`config.mk`:
```
export PLATFORM = sky130hd
export DESIGN_NAME = pio_write_arbiter
export DESIGN_NICKNAME = d
export VERILOG_FILES = /design/src/rtl/pio_arb_pkg.sv /design/src/rtl/rr_arbiter.sv /design/src/rtl/pio_write_arbiter.sv
export SDC_FILE = /design/constraint.sdc
export NUM_CORES = 1
export LEC_CHECK = 0
export BUFFER_PORTS_ARGS = -buffer_cell sky130_fd_sc_hd__buf_4
export CAP_MARGIN = 10
export CORE_ASPECT_RATIO = 0.75
export CORE_MARGIN = 5
export CORE_UTILIZATION = 40
export DETAILED_ROUTE_END_ITERATION = 8
export PLACE_DENSITY = 0.69
export RECOVER_POWER = 100
export SLEW_MARGIN = 10
export SYNTH_ARGS = -nofsm -noshare
export SYNTH_HDL_FRONTEND = slang
export SYNTH_HIERARCHICAL = 1
export SYNTH_SLANG_ARGS = --single-unit
```
`constraint.sdc`:
```
create_clock -name clk -period 4.04 [get_ports clk]
set_clock_uncertainty 0.05 [all_clocks]
set_input_delay 0.808 -clock clk [delete_from_list [all_inputs] [get_ports clk]]
set_output_delay 0.808 -clock clk [all_outputs]
set_load 0.02 [all_outputs]
```
`src/rtl/pio_arb_pkg.sv`:
```
// Shared types and constants for the PIO write arbiter: op encodings,
// PIO register addresses and the FSM state type.
package pio_arb_pkg;

    typedef enum logic [1:0] {
        OP_WRITE = 2'b00,
        OP_SET   = 2'b01,
        OP_CLR   = 2'b10,
        OP_RSVD  = 2'b11
    } op_e;

    localparam logic [2:0] PIO_ADDR_DATA = 3'd0;
    localparam logic [2:0] PIO_ADDR_SET  = 3'd4;
    localparam logic [2:0] PIO_ADDR_CLR  = 3'd5;

    typedef enum logic {
        S_IDLE  = 1'b0,
        S_WRITE = 1'b1
    } state_e;

    function automatic logic [2:0] op_addr(input op_e op);
        case (op)
            OP_SET:  return PIO_ADDR_SET;
            OP_CLR:  return PIO_ADDR_CLR;
            default: return PIO_ADDR_DATA;
        endcase
    endfunction

endpackage

```
`src/rtl/rr_arbiter.sv`:
```
// Combinational round-robin picker: first request at or above ptr,
// wrapping modulo NREQ.
module rr_arbiter
    import pio_arb_pkg::*;
#(
    parameter int NREQ = 4,
    localparam int IW  = $clog2(NREQ)
) (
    input  logic [NREQ-1:0] req,
    input  logic [IW-1:0]   ptr,
    output logic [NREQ-1:0] grant,
    output logic [IW-1:0]   idx,
    output logic            any
);

    localparam int unsigned N = NREQ;

    int unsigned     sum;
    logic [IW-1:0]   cand;

    always_comb begin
        grant = '0;
        idx   = '0;
        any   = 1'b0;
        sum   = 0;
        cand  = '0;
        for (int unsigned i = 0; i < N; i++) begin
            // ptr is always below NREQ, so one subtraction performs the wrap
            sum = 32'(ptr) + i;
            if (sum >= N) sum = sum - N;
            cand = IW'(sum);
            if (!any && req[cand]) begin
                any         = 1'b1;
                grant[cand] = 1'b1;
                idx         = cand;
            end
        end
    end

endmodule

```
`src/rtl/pio_write_arbiter.sv`:
```
// Serialises write/set/clear requests from NREQ requesters into single-cycle
// Avalon-MM PIO writes and keeps a shadow of the PIO output value.
module pio_write_arbiter
    import pio_arb_pkg::*;
#(
    parameter int NREQ   = 4,
    parameter int DATA_W = 17
) (
    input  logic                     clk,
    input  logic                     reset,
    input  logic [NREQ-1:0]          req,
    input  logic [2*NREQ-1:0]        req_op,
    input  logic [DATA_W*NREQ-1:0]   req_data,
    output logic [NREQ-1:0]          ack,
    output logic                     err,
    output logic [2:0]               m_address,
    output logic                     m_chipselect,
    output logic                     m_write_n,
    output logic [31:0]              m_writedata,
    output logic [DATA_W-1:0]        shadow
);

    localparam int IW = $clog2(NREQ);

    logic [1:0]        op_arr   [NREQ];
    logic [DATA_W-1:0] data_arr [NREQ];

    for (genvar g = 0; g < NREQ; g++) begin : g_unpack
        assign op_arr[g]   = req_op[2*g +: 2];
        assign data_arr[g] = req_data[DATA_W*g +: DATA_W];
    end

    logic [NREQ-1:0]   arb_grant;
    logic [IW-1:0]     arb_idx;
    logic              arb_any;
    op_e               win_op;
    logic [DATA_W-1:0] win_data;

    state_e            state_q, state_d;
    logic [IW-1:0]     ptr_q, ptr_d;
    logic [IW-1:0]     idx_q, idx_d;
    op_e               op_q, op_d;
    logic [DATA_W-1:0] data_q, data_d;
    logic [DATA_W-1:0] shadow_q, shadow_d;

    logic [NREQ-1:0]   ack_q, ack_d;
    logic              err_q, err_d;
    logic              cs_q, cs_d;
    logic              wn_q, wn_d;
    logic [2:0]        addr_q, addr_d;
    logic [31:0]       wdata_q, wdata_d;

    rr_arbiter #(
        .NREQ (NREQ)
    ) u_rr_arbiter (
        .req   (req),
        .ptr   (ptr_q),
        .grant (arb_grant),
        .idx   (arb_idx),
        .any   (arb_any)
    );

    assign win_op   = op_e'(op_arr[arb_idx]);
    assign win_data = data_arr[arb_idx];

    always_ff @(posedge clk) begin
        if (reset) state_q <= S_IDLE;
        else       state_q <= state_d;
    end

    always_comb begin
        state_d = state_q;
        case (state_q)
            S_IDLE:  if (arb_any) state_d = S_WRITE;
            S_WRITE: state_d = S_IDLE;
            default: state_d = S_IDLE;
        endcase
    end

    // Bus outputs are registered, so they are computed for the cycle being entered
    always_comb begin
        ack_d   = '0;
        err_d   = 1'b0;
        cs_d    = 1'b0;
        wn_d    = 1'b1;
        addr_d  = PIO_ADDR_DATA;
        wdata_d = '0;
        if (state_q == S_IDLE && arb_any) begin
            ack_d = arb_grant;
            err_d = (win_op == OP_RSVD);
            if (win_op != OP_RSVD) begin
                cs_d    = 1'b1;
                wn_d    = 1'b0;
                addr_d  = op_addr(win_op);
                wdata_d = {{(32-DATA_W){1'b0}}, win_data};
            end
        end
    end

    always_comb begin
        ptr_d    = ptr_q;
        idx_d    = idx_q;
        op_d     = op_q;
        data_d   = data_q;
        shadow_d = shadow_q;
        if (state_q == S_IDLE && arb_any) begin
            idx_d  = arb_idx;
            op_d   = win_op;
            data_d = win_data;
        end
        if (state_q == S_WRITE) begin
            ptr_d = (idx_q == IW'(NREQ-1)) ? '0 : idx_q + 1'b1;
            case (op_q)
                OP_WRITE: shadow_d = data_q;
                OP_SET:   shadow_d = shadow_q | data_q;
                OP_CLR:   shadow_d = shadow_q & ~data_q;
                default:  shadow_d = shadow_q;
            endcase
        end
    end

    always_ff @(posedge clk) begin
        if (reset) begin
            ptr_q    <= '0;
            idx_q    <= '0;
            op_q     <= OP_WRITE;
            data_q   <= '0;
            shadow_q <= '0;
            ack_q    <= '0;
            err_q    <= 1'b0;
            cs_q     <= 1'b0;
            wn_q     <= 1'b1;
            addr_q   <= PIO_ADDR_DATA;
            wdata_q  <= '0;
        end else begin
            ptr_q    <= ptr_d;
            idx_q    <= idx_d;
            op_q     <= op_d;
            data_q   <= data_d;
            shadow_q <= shadow_d;
            ack_q    <= ack_d;
            err_q    <= err_d;
            cs_q     <= cs_d;
            wn_q     <= wn_d;
            addr_q   <= addr_d;
            wdata_q  <= wdata_d;
        end
    end

    assign ack          = ack_q;
    assign err          = err_q;
    assign m_chipselect = cs_q;
    assign m_write_n    = wn_q;
    assign m_address    = addr_q;
    assign m_writedata  = wdata_q;
    assign shadow       = shadow_q;

endmodule
```
==> results.md <==
- Crit path largest cell delay: 0.54 ns
- Clk pwr share: 27.0%
- Final TNS setup: 0 ns
- TritonCTS clock tree: yes
- CP Max Fanout: 18
- Post-synth EDFFs: 0
- Switching share of total power: 34.7%
- Post-CTS setup repair buffer count: 0
- Worst VDD drop: 0.258 mV
- Outcome: complete, no violations
- Seq/Total Area, Yosys: 39.6%
- R2R setup slack: 0.22 ns
- Pwr/cell area: 577 nW/um2
- Setup CP Type: reg2reg
- Comb power frac: 38.6%
- Die area: 10400 um2
- CP Data Arrival Time: 4.03 ns
- Hpwl dp: 6450 um
- Clock tree sinks: 67
- Routed length per instance: 16.0 um
- CTS root buffer: clkbuf_16
- Die Wd: 116 um
- DR DRC count: 0
- Worst Tran Pin Value: 1.14 ns
- Area of the multi-input gates: 1810 um2
- Hold depth: 1
- Layout Cells excl Fill: 539
- FF-to-FF Start: ptr_q[1]
- Syn Inst Count: 307
- Max Slew Vio Count: 0
- DRT iter0 DRCs: 132
- Unique cell type count in the Yosys netlist: 37
- Main synth FF type: dfxtp_1
- Largest net degree at the start of global routing: 25
- Hold buffers post-CTS: 0
- Clock latency on the worst-skew pair: 0.32 ns
- Die span in y: 89.7 um
- Period Utilization, post-route: 94.5%
- RSZ-0062 raised after global routing: false
- Gr ovfl total: 0
- I/O pin count: 141
- Post-Synthesis Cell Area: 3390 um2
- Hold Crit Class: reg2reg
- Initial Utilization: 40.6%
- Worst R2R Path Depth: 12
- Min-delay src: data_q[16]
- Yosys reg bits: 67
- Core area: 8350 um2
- Syn_area_per_cell: 11.0 um2
- Tmin final: 3.82 ns
- Final hold vios: 0
- Worst slew margin: 24.1%
- Sequential power share: 34.4%
- Max-cap viol count: 0
- Fmax: 262 MHz
- Antenna Cells: 0
- Storage cell area: 1340 um2
- Switching Power: 0.883 mW
- Initial antenna violation count: 0
- DR vias/cell: 5.21
- Deepest clock path buffer count: 2
- Syn. warnings: 6
- Placed Cells: 524
- Proportion of layout cells with a drive suffix above 1: 29.7%
- Power Total: 2.54 mW
- DRT Wirelength: 8610 um
- Crit. End Element: flip-flop
- Final setup vio count: 0
- TritonRoute pass-1 iters: 4
- Final-stage net count: 520
- Port buffer count: 124
- Area grow syn2layout: 30.0%
- Post-cts resize count: 0
- Worst path bufs/invs: 3
- P_int: 1.66 mW
- CP cell instances: inv_1, ha_1, mux4_2, buf_4, nor4b_4, nor2_1, a32o_1, mux4_2, ha_1, or3_4, clkinv_2, and2_1
- Cell family with most CP delay: simple AND/OR/NAND/NOR gates
- Min-Delay Endpoint: data_q[16]
- Global Route Usage Sum: 16.4%
- First-pass GRT wire length: 13300 um
- Slowest cell on crit path: dfxtp_1
- Ranking of synthesized cells by area: dfxtp_1 40%, mux4_2 13%, buf_4 4.9%, a22o_1 4.7%, and2_1 4.1%
- Worst-path clk slew: 0.05 ns
- Gpl congestion: 0.751
- Async S/R FF share, synth: 0%
- Vias: 2807
- CTS buffer count: 9
- Worst r2r dst: m_writedata[1]
- Antenna viol nets, final: 0
- Area leader, netlist: dfxtp_1
- Number of global-route vias before repair: 2741
- Share of the synthesized area in the top cell type: 39.6%
- Crit path required time: 4.25 ns
- Row count: 29
- Fill cell count: 765
- CP Launch Type: flip-flop
- Leakage: 1.80 nW
- Level count of the clock H-tree: 3
state kept, by name (all words and copies together), names as in the netlist:
register	count
op_q	2
idx_q	2
m_chipselect	1
ack	4
shadow	17
data_q	17
m_write_n	1
state_q	1
err	1
m_writedata	17
ptr_q	2
m_address	2
worst max path at each step:
stage	startpoint	end	slack, ns	cells after the start
finish	ptr_q[1]	m_writedata[1]	0.22	12
global route	ptr_q[1]	m_writedata[8]	0.009	11
CTS	ptr_q[1]	m_writedata[1]	0.19	12
detailed placement	req[0]	m_writedata[1]	0.09	10
global placement	req[0]	m_writedata[7]	0.24	10
floorplan	req[3]	m_writedata[10]	0.25	10
cell usage in the layout, fill, tap and decap left out, types with 2 or more instances in the layout:
master      n
or2_2       2
a22o_1     18
conb_1     16
dfxtp_1    67
inv_1       7
a22oi_1     8
buf_4      85
mux4_2     19
ha_1       11
clkbuf_16   9
mux2_2      2
a21oi_1    17
o21ai_0     5
o22ai_1    17
clkbuf_1   48
mux2i_1     8
mux4_1      3
nor2b_1    19
and2_1     17
and2_0      5
nand2b_1    3
clkinv_2    4
nor2_1     10
a211oi_1   17
synthesized netlist by cell type (2+ instances only):
cell and instances:
clkbuf_1 7, o22ai_1 17, or2_2 2, dfxtp_1 67
a22oi_1 8, mux2_2 2, mux4_1 3, nor2b_1 20
nand2b_1 2, mux2i_1 8, inv_1 6, o21ai_0 5
buf_6 4, ha_1 11, a211oi_1 17, a21oi_1 17
and2_1 22, buf_4 22, a22o_1 18, buf_2 5
mux4_2 19, nor2_1 10
worst reg2reg max path: cells and delay by family, from the launching register on:
family          cells  cell delay (ns)
buf+inv             3             0.54
flops               1             0.54
simple gates        4             1.07
fa+ha+maj           2             0.62
compound gates      1             0.28
mux                 2             0.66
power groups by stage:
stage | Combinational [mW] | Sequential, mW | Clock [mW]
2_1_floorplan | 0.679 | 0.958 | 0
6_report | 0.981 | 0.875 | 0.685
3_5_place_dp | 1.06 | 0.888 | 0
3_3_place_gp | 1.03 | 0.886 | 0
5_1_grt | 1.09 | 0.891 | 0.723
4_1_cts | 1.06 | 0.877 | 0.696
through the flow:
stage	hold WS, ns	setup slack, ns	util (%)	area, um2
4_1_cts	0.454	0.189	55.0	4590
6_report	0.460	0.222	52.8	4400
2_1_floorplan	0.418	0.252	-	3440
5_1_grt	0.471	0.00933	52.8	4400
3_5_place_dp	0.445	0.0864	51.8	4330
3_3_place_gp	0.433	0.238	51.8	4330
metal layers:
metal / global-route usage, % / share of wire, %
met1: 21.0 / 44
met2: 27.3 / 46
met3: 4.02 / 9.3
met4: 5.58 / 1.0
met5: 0 / 0
kinds of logic after synthesis:
logic type      synth area share [%]
mux                             18.0
other cells                    0.111
fa+ha+maj                       4.06
simple gates                    11.6
buf+inv                         8.75
compound gates                  17.8
flops                           39.6
final cells by class:
cell class,instances,area share [%]
Multi-Input combinational cell,208,41.2
Inverter,9,0.796
Sequential cell,67,30.5
Clock buffer,12,5.60
Clock inverter,3,0.341
Timing Repair Buffer,132,18.5
Tap cell,108,3.07
(Power assumes the default switching activity.)
